File: src/rtl/present_pkg.sv
// rtl/present_pkg.sv - shared PRESENT constants, S-box/P-layer helpers and FSM state type
package present_pkg;

  localparam int ROUNDS_DEFAULT = 31;

  // S-box table, entry x in nibble x (entry 0 in bits [3:0])
  localparam logic [63:0] SBOX_TABLE = 64'h21748FE3DA09B65C;

  typedef enum logic [1:0] {
    ST_IDLE = 2'd0,
    ST_RUN  = 2'd1,
    ST_DONE = 2'd2
  } fsm_t;

  function automatic logic [3:0] sbox_lookup(input logic [3:0] x);
    return SBOX_TABLE[{x, 2'b00} +: 4];
  endfunction

  // Destination bit of source bit i in the permutation layer
  function automatic logic [5:0] p_index(input logic [5:0] i);
    if (i == 6'd63) begin
      return 6'd63;
    end
    return 6'((16 * int'(i)) % 63);
  endfunction

  function automatic logic [63:0] p_layer(input logic [63:0] x);
    logic [63:0] y;
    y = '0;
    for (int i = 0; i < 64; i++) begin
      y[p_index(6'(i))] = x[i];
    end
    return y;
  endfunction

  // Round key is the top 64 bits of the key; caller passes the key MSB-aligned in 128 bits
  function automatic logic [63:0] round_key(input logic [127:0] key_top);
    return key_top[127:64];
  endfunction

endpackage

File: src/rtl/present_key_schedule.sv
// rtl/present_key_schedule.sv - combinational PRESENT key update for 80/128-bit keys
module present_key_schedule #(
  parameter int KEY_W = 80
) (
  input  logic [KEY_W-1:0] i_key,
  input  logic [4:0]       i_rc,
  output logic [KEY_W-1:0] o_key
);

  logic [KEY_W-1:0] w_rot;

  // Rotate left by 61
  assign w_rot = {i_key[KEY_W-62:0], i_key[KEY_W-1:KEY_W-61]};

  if (KEY_W == 80) begin : g_k80
    logic [3:0] w_sb_hi;

    present_sbox4 u_sbox_hi (
      .i_nib (w_rot[79:76]),
      .o_nib (w_sb_hi)
    );

    // Substitute top nibble and mix in the round counter
    always_comb begin
      o_key        = w_rot;
      o_key[79:76] = w_sb_hi;
      o_key[19:15] = w_rot[19:15] ^ i_rc;
    end
  end else if (KEY_W == 128) begin : g_k128
    logic [3:0] w_sb_hi;
    logic [3:0] w_sb_lo;

    present_sbox4 u_sbox_hi (
      .i_nib (w_rot[127:124]),
      .o_nib (w_sb_hi)
    );

    present_sbox4 u_sbox_lo (
      .i_nib (w_rot[123:120]),
      .o_nib (w_sb_lo)
    );

    // Substitute top two nibbles and mix in the round counter
    always_comb begin
      o_key          = w_rot;
      o_key[127:124] = w_sb_hi;
      o_key[123:120] = w_sb_lo;
      o_key[66:62]   = w_rot[66:62] ^ i_rc;
    end
  end else begin : g_bad_key_w
    $error("present_key_schedule: KEY_W must be 80 or 128");
  end

endmodule

File: src/rtl/present_sbox4.sv
// rtl/present_sbox4.sv - single 4-bit PRESENT S-box
module present_sbox4
  import present_pkg::*;
(
  input  logic [3:0] i_nib,
  output logic [3:0] o_nib
);

  assign o_nib = sbox_lookup(i_nib);

endmodule

File: src/rtl/present_sbox_parallel_64bit.sv
// rtl/present_sbox_parallel_64bit.sv - 16 parallel S-boxes over a 64-bit state
module present_sbox_parallel_64bit (
  input  logic [63:0] i_data,
  output logic [63:0] o_data
);

  for (genvar g = 0; g < 16; g++) begin : g_nib
    present_sbox4 u_sbox (
      .i_nib (i_data[4*g +: 4]),
      .o_nib (o_data[4*g +: 4])
    );
  end

endmodule

File: src/rtl/present_round_core.sv
// rtl/present_round_core.sv - iterative PRESENT encryptor, one round per clock; PRESENT_ABORT_EN adds abort input
module present_round_core
  import present_pkg::*;
#(
  parameter int KEY_W  = 80,
  parameter int ROUNDS = ROUNDS_DEFAULT
) (
  input  logic             clk,
  input  logic             rst_n,
  input  logic             in_valid,
  output logic             in_ready,
  input  logic [63:0]      in_data,
  input  logic [KEY_W-1:0] in_key,
  output logic             out_valid,
  input  logic             out_ready,
`ifdef PRESENT_ABORT_EN
  input  logic             abort,
`endif
  output logic [63:0]      out_data
);

  if (KEY_W != 80 && KEY_W != 128) begin : g_bad_key_w
    $error("present_round_core: KEY_W must be 80 or 128");
  end
  if (ROUNDS < 1 || ROUNDS > 31) begin : g_bad_rounds
    $error("present_round_core: ROUNDS must be 1..31");
  end

  localparam logic [4:0] RC_LAST = 5'(ROUNDS);

  fsm_t             r_fsm;
  logic [4:0]       r_rc;
  logic [63:0]      r_state;
  logic [KEY_W-1:0] r_key;

  fsm_t             w_fsm_nxt;
  logic [4:0]       w_rc_nxt;
  logic [63:0]      w_state_nxt;
  logic [KEY_W-1:0] w_key_nxt;

  logic [127:0]     w_key_top;
  logic [63:0]      w_rk;
  logic [63:0]      w_sbox_out;
  logic [63:0]      w_round_out;
  logic [KEY_W-1:0] w_key_upd;

  assign w_key_top = 128'(r_key) << (128 - KEY_W);
  assign w_rk      = round_key(w_key_top);

  present_sbox_parallel_64bit u_sbox_layer (
    .i_data (r_state ^ w_rk),
    .o_data (w_sbox_out)
  );

  assign w_round_out = p_layer(w_sbox_out);

  present_key_schedule #(
    .KEY_W (KEY_W)
  ) u_key_schedule (
    .i_key (r_key),
    .i_rc  (r_rc),
    .o_key (w_key_upd)
  );

  // State, counter and datapath registers
  always_ff @(posedge clk or negedge rst_n) begin
    if (!rst_n) begin
      r_fsm   <= ST_IDLE;
      r_rc    <= '0;
      r_state <= '0;
      r_key   <= '0;
    end else begin
      r_fsm   <= w_fsm_nxt;
      r_rc    <= w_rc_nxt;
      r_state <= w_state_nxt;
      r_key   <= w_key_nxt;
    end
  end

  // Next-state: accept in IDLE, one round per cycle in RUN, hold result in DONE
  always_comb begin
    w_fsm_nxt   = r_fsm;
    w_rc_nxt    = r_rc;
    w_state_nxt = r_state;
    w_key_nxt   = r_key;
    case (r_fsm)
      ST_IDLE: begin
        if (in_valid) begin
          w_state_nxt = in_data;
          w_key_nxt   = in_key;
          w_rc_nxt    = 5'd1;
          w_fsm_nxt   = ST_RUN;
        end
      end
      ST_RUN: begin
        w_state_nxt = w_round_out;
        w_key_nxt   = w_key_upd;
        if (r_rc == RC_LAST) begin
          w_fsm_nxt = ST_DONE;
        end else begin
          w_rc_nxt = r_rc + 5'd1;
        end
      end
      ST_DONE: begin
        if (out_ready) begin
          w_fsm_nxt = ST_IDLE;
        end
      end
      default: begin
        w_fsm_nxt = ST_IDLE;
      end
    endcase
`ifdef PRESENT_ABORT_EN
    // Abort wins over any handshake; the job in flight is dropped
    if (abort && (r_fsm != ST_IDLE)) begin
      w_fsm_nxt = ST_IDLE;
      w_rc_nxt  = '0;
    end
`endif
  end

  assign in_ready  = (r_fsm == ST_IDLE);
  assign out_valid = (r_fsm == ST_DONE);
  // Final whitening with the last key; output is forced to zero outside DONE
  assign out_data  = out_valid ? (r_state ^ w_rk) : 64'd0;

endmodule

File: config.mk
export PLATFORM = sky130hd
export DESIGN_NAME = present_round_core
export DESIGN_NICKNAME = d
export VERILOG_FILES = /design/src/rtl/present_pkg.sv /design/src/rtl/present_key_schedule.sv /design/src/rtl/present_sbox4.sv /design/src/rtl/present_sbox_parallel_64bit.sv /design/src/rtl/present_round_core.sv
export SDC_FILE = /design/constraint.sdc
export NUM_CORES = 1
export LEC_CHECK = 0
export ABC_AREA = 1
export BUFFER_PORTS_ARGS = -buffer_cell sky130_fd_sc_hd__buf_2
export CORE_ASPECT_RATIO = 2
export CORE_MARGIN = 2
export CORE_UTILIZATION = 35
export CTS_CLUSTER_SIZE = 24
export DETAILED_ROUTE_END_ITERATION = 10
export SYNTH_ARGS = -nofsm -noshare
export SYNTH_HDL_FRONTEND = slang
export SYNTH_SLANG_ARGS = --single-unit
export TNS_END_PERCENT = 50
File: constraint.sdc
create_clock -name clk -period 2.5 [get_ports clk]
set_input_delay 0.25 -clock clk [delete_from_list [all_inputs] [get_ports clk]]
set_output_delay 0.25 -clock clk [all_outputs]
set_load 0.01 [all_outputs]
* After elaboration in Yosys (flattened, before gate mapping) *
Index checks and enable logic that the tools add are counted.

storage, ports and cells
  output and inout bits = 66
  bits of input ports = 148
  word-level logic and storage cells = 48
  bits in registers = 151

cells by class
  bitwise logic cells = 2
  equal/unequal tests = 7
  reductions and logical operators = 5
  shift operators = 17
  add/sub/neg operators = 1
  muxes and demuxes = 12

operators with widths
  operator                 count
  $shiftx 64x7->4 const A  17
  $pmux 80 s2              1
  $mux 64                  2
  $pmux 64 s2              1
  $mux 80                  1
  $xor 64x64->64           1
  $mux 5                   2
  $pmux 5 s2               1
  $mux 2                   3
  $ne 2x2->1 const B       3
  $pmux 2 s3               1
  $reduce_and 3->1         2
  $add 5x1->5 const B      1
  $eq 5x5->1 const B       1
  $xor 5x5->5              1
  $eq 2x1->1 const B       1
  $eq 2x2->1 const B       1
  $logic_not 2->1          1
  $ne 2x1->1 const B       1
  $reduce_and 2->1         1
  $reduce_bool 2->1        1

* Logic depth before layout (Yosys ltp) *
  word-level depth = 3
  gate-level depth with buffers = 12
  gate-level depth less buffers = 12

* Modules after synthesis *
Synthesis repeated with hierarchy kept, for this count alone.

second synthesis, totals
  cell total of the unflattened synthesis = 2140
  area, all modules = 13022.5 µm²

by module, submodules not included
  module                times used  sequential area each (µm²)  area each (µm²)  cells an instance
  present_round_core    1           3778.6                      8843.5           1381
  present_sbox4         17          0.0                         209.0            39
  present_key_schedule  1           0.0                         626.9            96

* Worst setup path before layout *
OpenSTA, ideal clock, no wires.

  path type = flip-flop to output port
  start point = reg r_fsm[0]
  end point = out out_data[11]
  buffers on the path = 2
  required time = 2250 ps
  stages on the path, launching flop included = 6
  path slack = 987 ps
  data arrival time = 1263 ps
  cell sequence = dfrtp_1 > nor2_1 > inv_1 > buf_2 > buf_1 > nor2_1

between the ends
  word-level cells in the longest chain between the ends = 2

RTL lines
  item                    RTL line                   RTL
  start, declared         present_round_core.sv:31   fsm_t r_fsm;
  start signal, assigned  present_round_core.sv:73   r_fsm <= w_fsm_nxt;
  $eq 2x2->1              present_round_core.sv:123  assign out_valid = (r_fsm == ST_DONE);
  net out_valid           present_round_core.sv:14   output logic out_valid,
  $mux 64                 present_round_core.sv:125  assign out_data = out_valid ? (r_state ^ w_rk) : 64'd0;
  end, declared           present_round_core.sv:19   output logic [63:0] out_data

The timed path passes the listed nets, and every way through them passes these cells.

* Final worst setup path *
  start point = reg r_fsm[1]
  end point = out out_data[36]

between the ends
  word-level cells in the longest chain between the ends = 2

RTL lines
  item        RTL line
  $eq 2x2->1  present_round_core.sv:123
  $mux 64     present_round_core.sv:125

No other way between the ends.

==> summary.md <==
| Metric | Value |
|---|---|
| Critical path's most frequent cell | nor2_1 |
| Num ports | 214 |
| Core area | roughly 33000 um^2 |
| CTS buffer count | 17 |
| Slew margin rel. | between 40% and 50% |
| Yosys cell types | 29 |
| Met3 Resource Use GR | under 10% |
| Most frequent cells in the layout | nand2_1, inv_1, buf_2, nor2_1, nand3_1 |
| Layout cells sized above 1 | a little over an eighth |
| Run status | finished clean |
| Post-detail-place hpwl | about 37000 um |
| Crit path max fanout | 9 |
| End of the worst hold path | r_key[28] |
| Gp weighted congestion | about 0.92 |
| Syn_area_per_cell | between 6 and 7 um^2 |
| Final period util | between 80% and 90% |
| Avg WL per Cell | between 15 and 20 um |
| Final Hold Fails | 0 |
| Vias | approximately 13000 |
| CTS Sinks | roughly 150 |
| Max-slew violations | 0 |
| Yosys reg bits | around 150 |
| Unrepaired setup endpoints after global routing | no |
| Accumulated negative setup slack | 0 ns |
| Slowest cell on the critical path | dfrtp_1 |
| CTS H-tree depth | 4 |
| Worst skew pair latency | ~0.45 ns |
| Die area | ~35000 um^2 |
| Initial Util | 35.40% |
| Area grow syn2layout | 17.93% |
| Crit-path max cell delay | between 0.4 and 0.5 ns |
| Post-Syn Nets | 2121 |
| CP arrival | around 2 ns |
| Buf+Inv Stages, Crit Path | 4 |
| Synth warn | 0 |
| Vias in the first global route | roughly 13000 |
| Met2 global-route usage | between 40% and 50% |
| Crit path kind | reg2out |
| R2r endpoint | r_key[37] |
| Most common cell after layout, fill and taps aside | nand2_1 |
| NumNets Final | about 2300 |
| Row cnt | 95 |
| GRT busiest layer | met2 |
| DR pass1 iterations | 5 |
| Sequential fraction of the synthesis area | between 30% and 40% |
| Hold Crit Depth | 3 |
| CP Cell Sequence | inv_1, nor2_1, inv_2, buf_4, nor2_1, buf_2 |
| Port Buffers | around 210 |
| Die extent in y | 263.9 um |
| Critical path startpoint category | flop |
| FF-to-FF Start | r_fsm[0] |
| N_diodes | 0 |
| Initial DRC count | ~1100 |
| Post-Synthesis Cell Area | 11820 um^2 |
| Worst R2R Setup Slack | a little under 0.5 ns |
| Depth of the most critical reg-to-reg path | 7 |
| All-layer global routing usage | 26.45% |
| Crit-path leading delay family | buffers and inverters |
| Post_cts resized | 0 |
| Routed Antenna Nets | 0 |
| HP Class | in2reg |
| CTS root buffer | clkbuf_16 |
| Worst Skew | 0.008693 ns |
| Slew @ Worst Pin | 0.7537 ns |
| CTS tree | built |
| Achievable frequency | between 400 and 500 MHz |
| Max Cap Viol | 0 |
| DR DRC count | 0 |
| Grt total ovfl | 0 |
| Tmin final | between 2 and 2.5 ns |
| Final setup viols | 0 |
| Setup repair bufs after CTS | 0 |
| CTS clock-pin slew for the worst setup and hold paths | around 0.070 ns |
| CP endpoint kind | output pin |
| Die Width | roughly 130 um |
| Synth Instances | 1918 |
| Worst endpoint required time | 2.25 ns |
| HP Start | in_key[28] |
| Hold-fix buffers, CTS | 2 |
| Grt met1 use | 29.36% |
| Antenna violations before repair | 0 |
| Via density | between 5 and 6 |
| Post-Route WL | approximately 47000 um |
| Largest net degree at the start of global routing | around 130 |
| First-pass GRT wire length | just over 70000 um |
| CTS Buffer Depth | 2 |
[routing by layer]
layer	wire, um	vias up
li1	-	6402
met1	17650	6045
met2	23150	462
met3	2200	115
met4	3648	0
met5	0	-
[registers in the layout, indices dropped and copies added, names as in the netlist]
register	flops
r_state	64
r_key	80
r_fsm	2
r_rc	5
[worst reg2reg max path, delay by kind of cell (launching register included)]
family	cells	cell delay [ns]
AOI/OAI and AO/OA	2	0.74
buffers and inverters	3	0.51
DFF	1	0.43
and+or+nand+nor	2	0.24
[Yosys cell counts]
library cell  number  share of area, %
nand2_1          815                26
ha_1              55               5.8
buf_2             30               1.3
nor3_1             1             0.042
o221ai_1           5              0.37
or2_2              1             0.053
xnor2_1            1             0.074
nor2_1           187               5.9
clkbuf_1          15              0.48
buf_4             16               1.0
o211ai_1          74               4.7
dfrtp_1          151                32
o22ai_1            2              0.11
buf_6              6              0.57
a21boi_1           6              0.38
inv_1            225               7.1
o21ai_1           11              0.47
nand2_2            2              0.11
o21bai_1           1             0.064
a21boi_0           2              0.13
xor2_1             2              0.15
nor2_2             2              0.11
o21ai_0          102               4.3
nand3_1          157               6.6
a21oi_1           30               1.3
buf_1              5              0.16
nand3b_1          10              0.63
a22oi_1            1             0.064
inv_2              3             0.095
[metrics by stage]
stage / cell area (um^2) / setup slack, ns / hold WS, ns / util (%) / std cells
2_1_floorplan: 11820 / 0.9871 / -0.04559 / - / 1918
3_5_place_dp: 13290 / 0.5194 / 0.3019 / 39.80 / 2517
5_1_grt: 13940 / 0.2856 / 0.07101 / 41.74 / 2551
4_1_cts: 13940 / 0.2968 / 0.05714 / 41.74 / 2551
3_3_place_gp: 13290 / 0.5828 / 0.3058 / 39.80 / 2517
6_report: 13940 / 0.2817 / 0.06726 / 41.74 / 2551
[layout make-up]
class	count	area, um^2
inverter	228	857.1
timing repair buffer	237	1345
clock buffer	17	425.4
sequential	151	3780
multi-input combinational	1467	6785
clock inverter	15	203.9
tap	436	545.5
fill	3584	19460
[worst max-delay path by stage]
stage	startpoint	endpoint	slack, ns	cells after the start
after floorplan	r_fsm[0]	out_data[11]	0.99	5
after global placement	r_fsm[0]	r_key[37]	0.58	6
after detailed placement	r_fsm[0]	r_key[50]	0.52	8
after CTS	r_fsm[1]	out_data[36]	0.30	6
after global routing	r_fsm[1]	out_data[36]	0.29	6
final	r_fsm[1]	out_data[36]	0.28	6
[kinds of logic after synthesis]
| logic type | count (synthesis) | synth area share, % |
|---|---|---|
| and+or+nand+nor | 1175 | 39.40 |
| buffers and inverters | 300 | 10.73 |
| AOI/OAI and AO/OA | 234 | 11.86 |
| DFF | 151 | 31.96 |
| adders and majority gates | 55 | 5.821 |
| xor gates and xnor gates | 3 | 0.2223 |
Power is left out: the tool's default activity adds up to more than one toggle a clock period on the data nets, which glitch-free logic cannot reach.
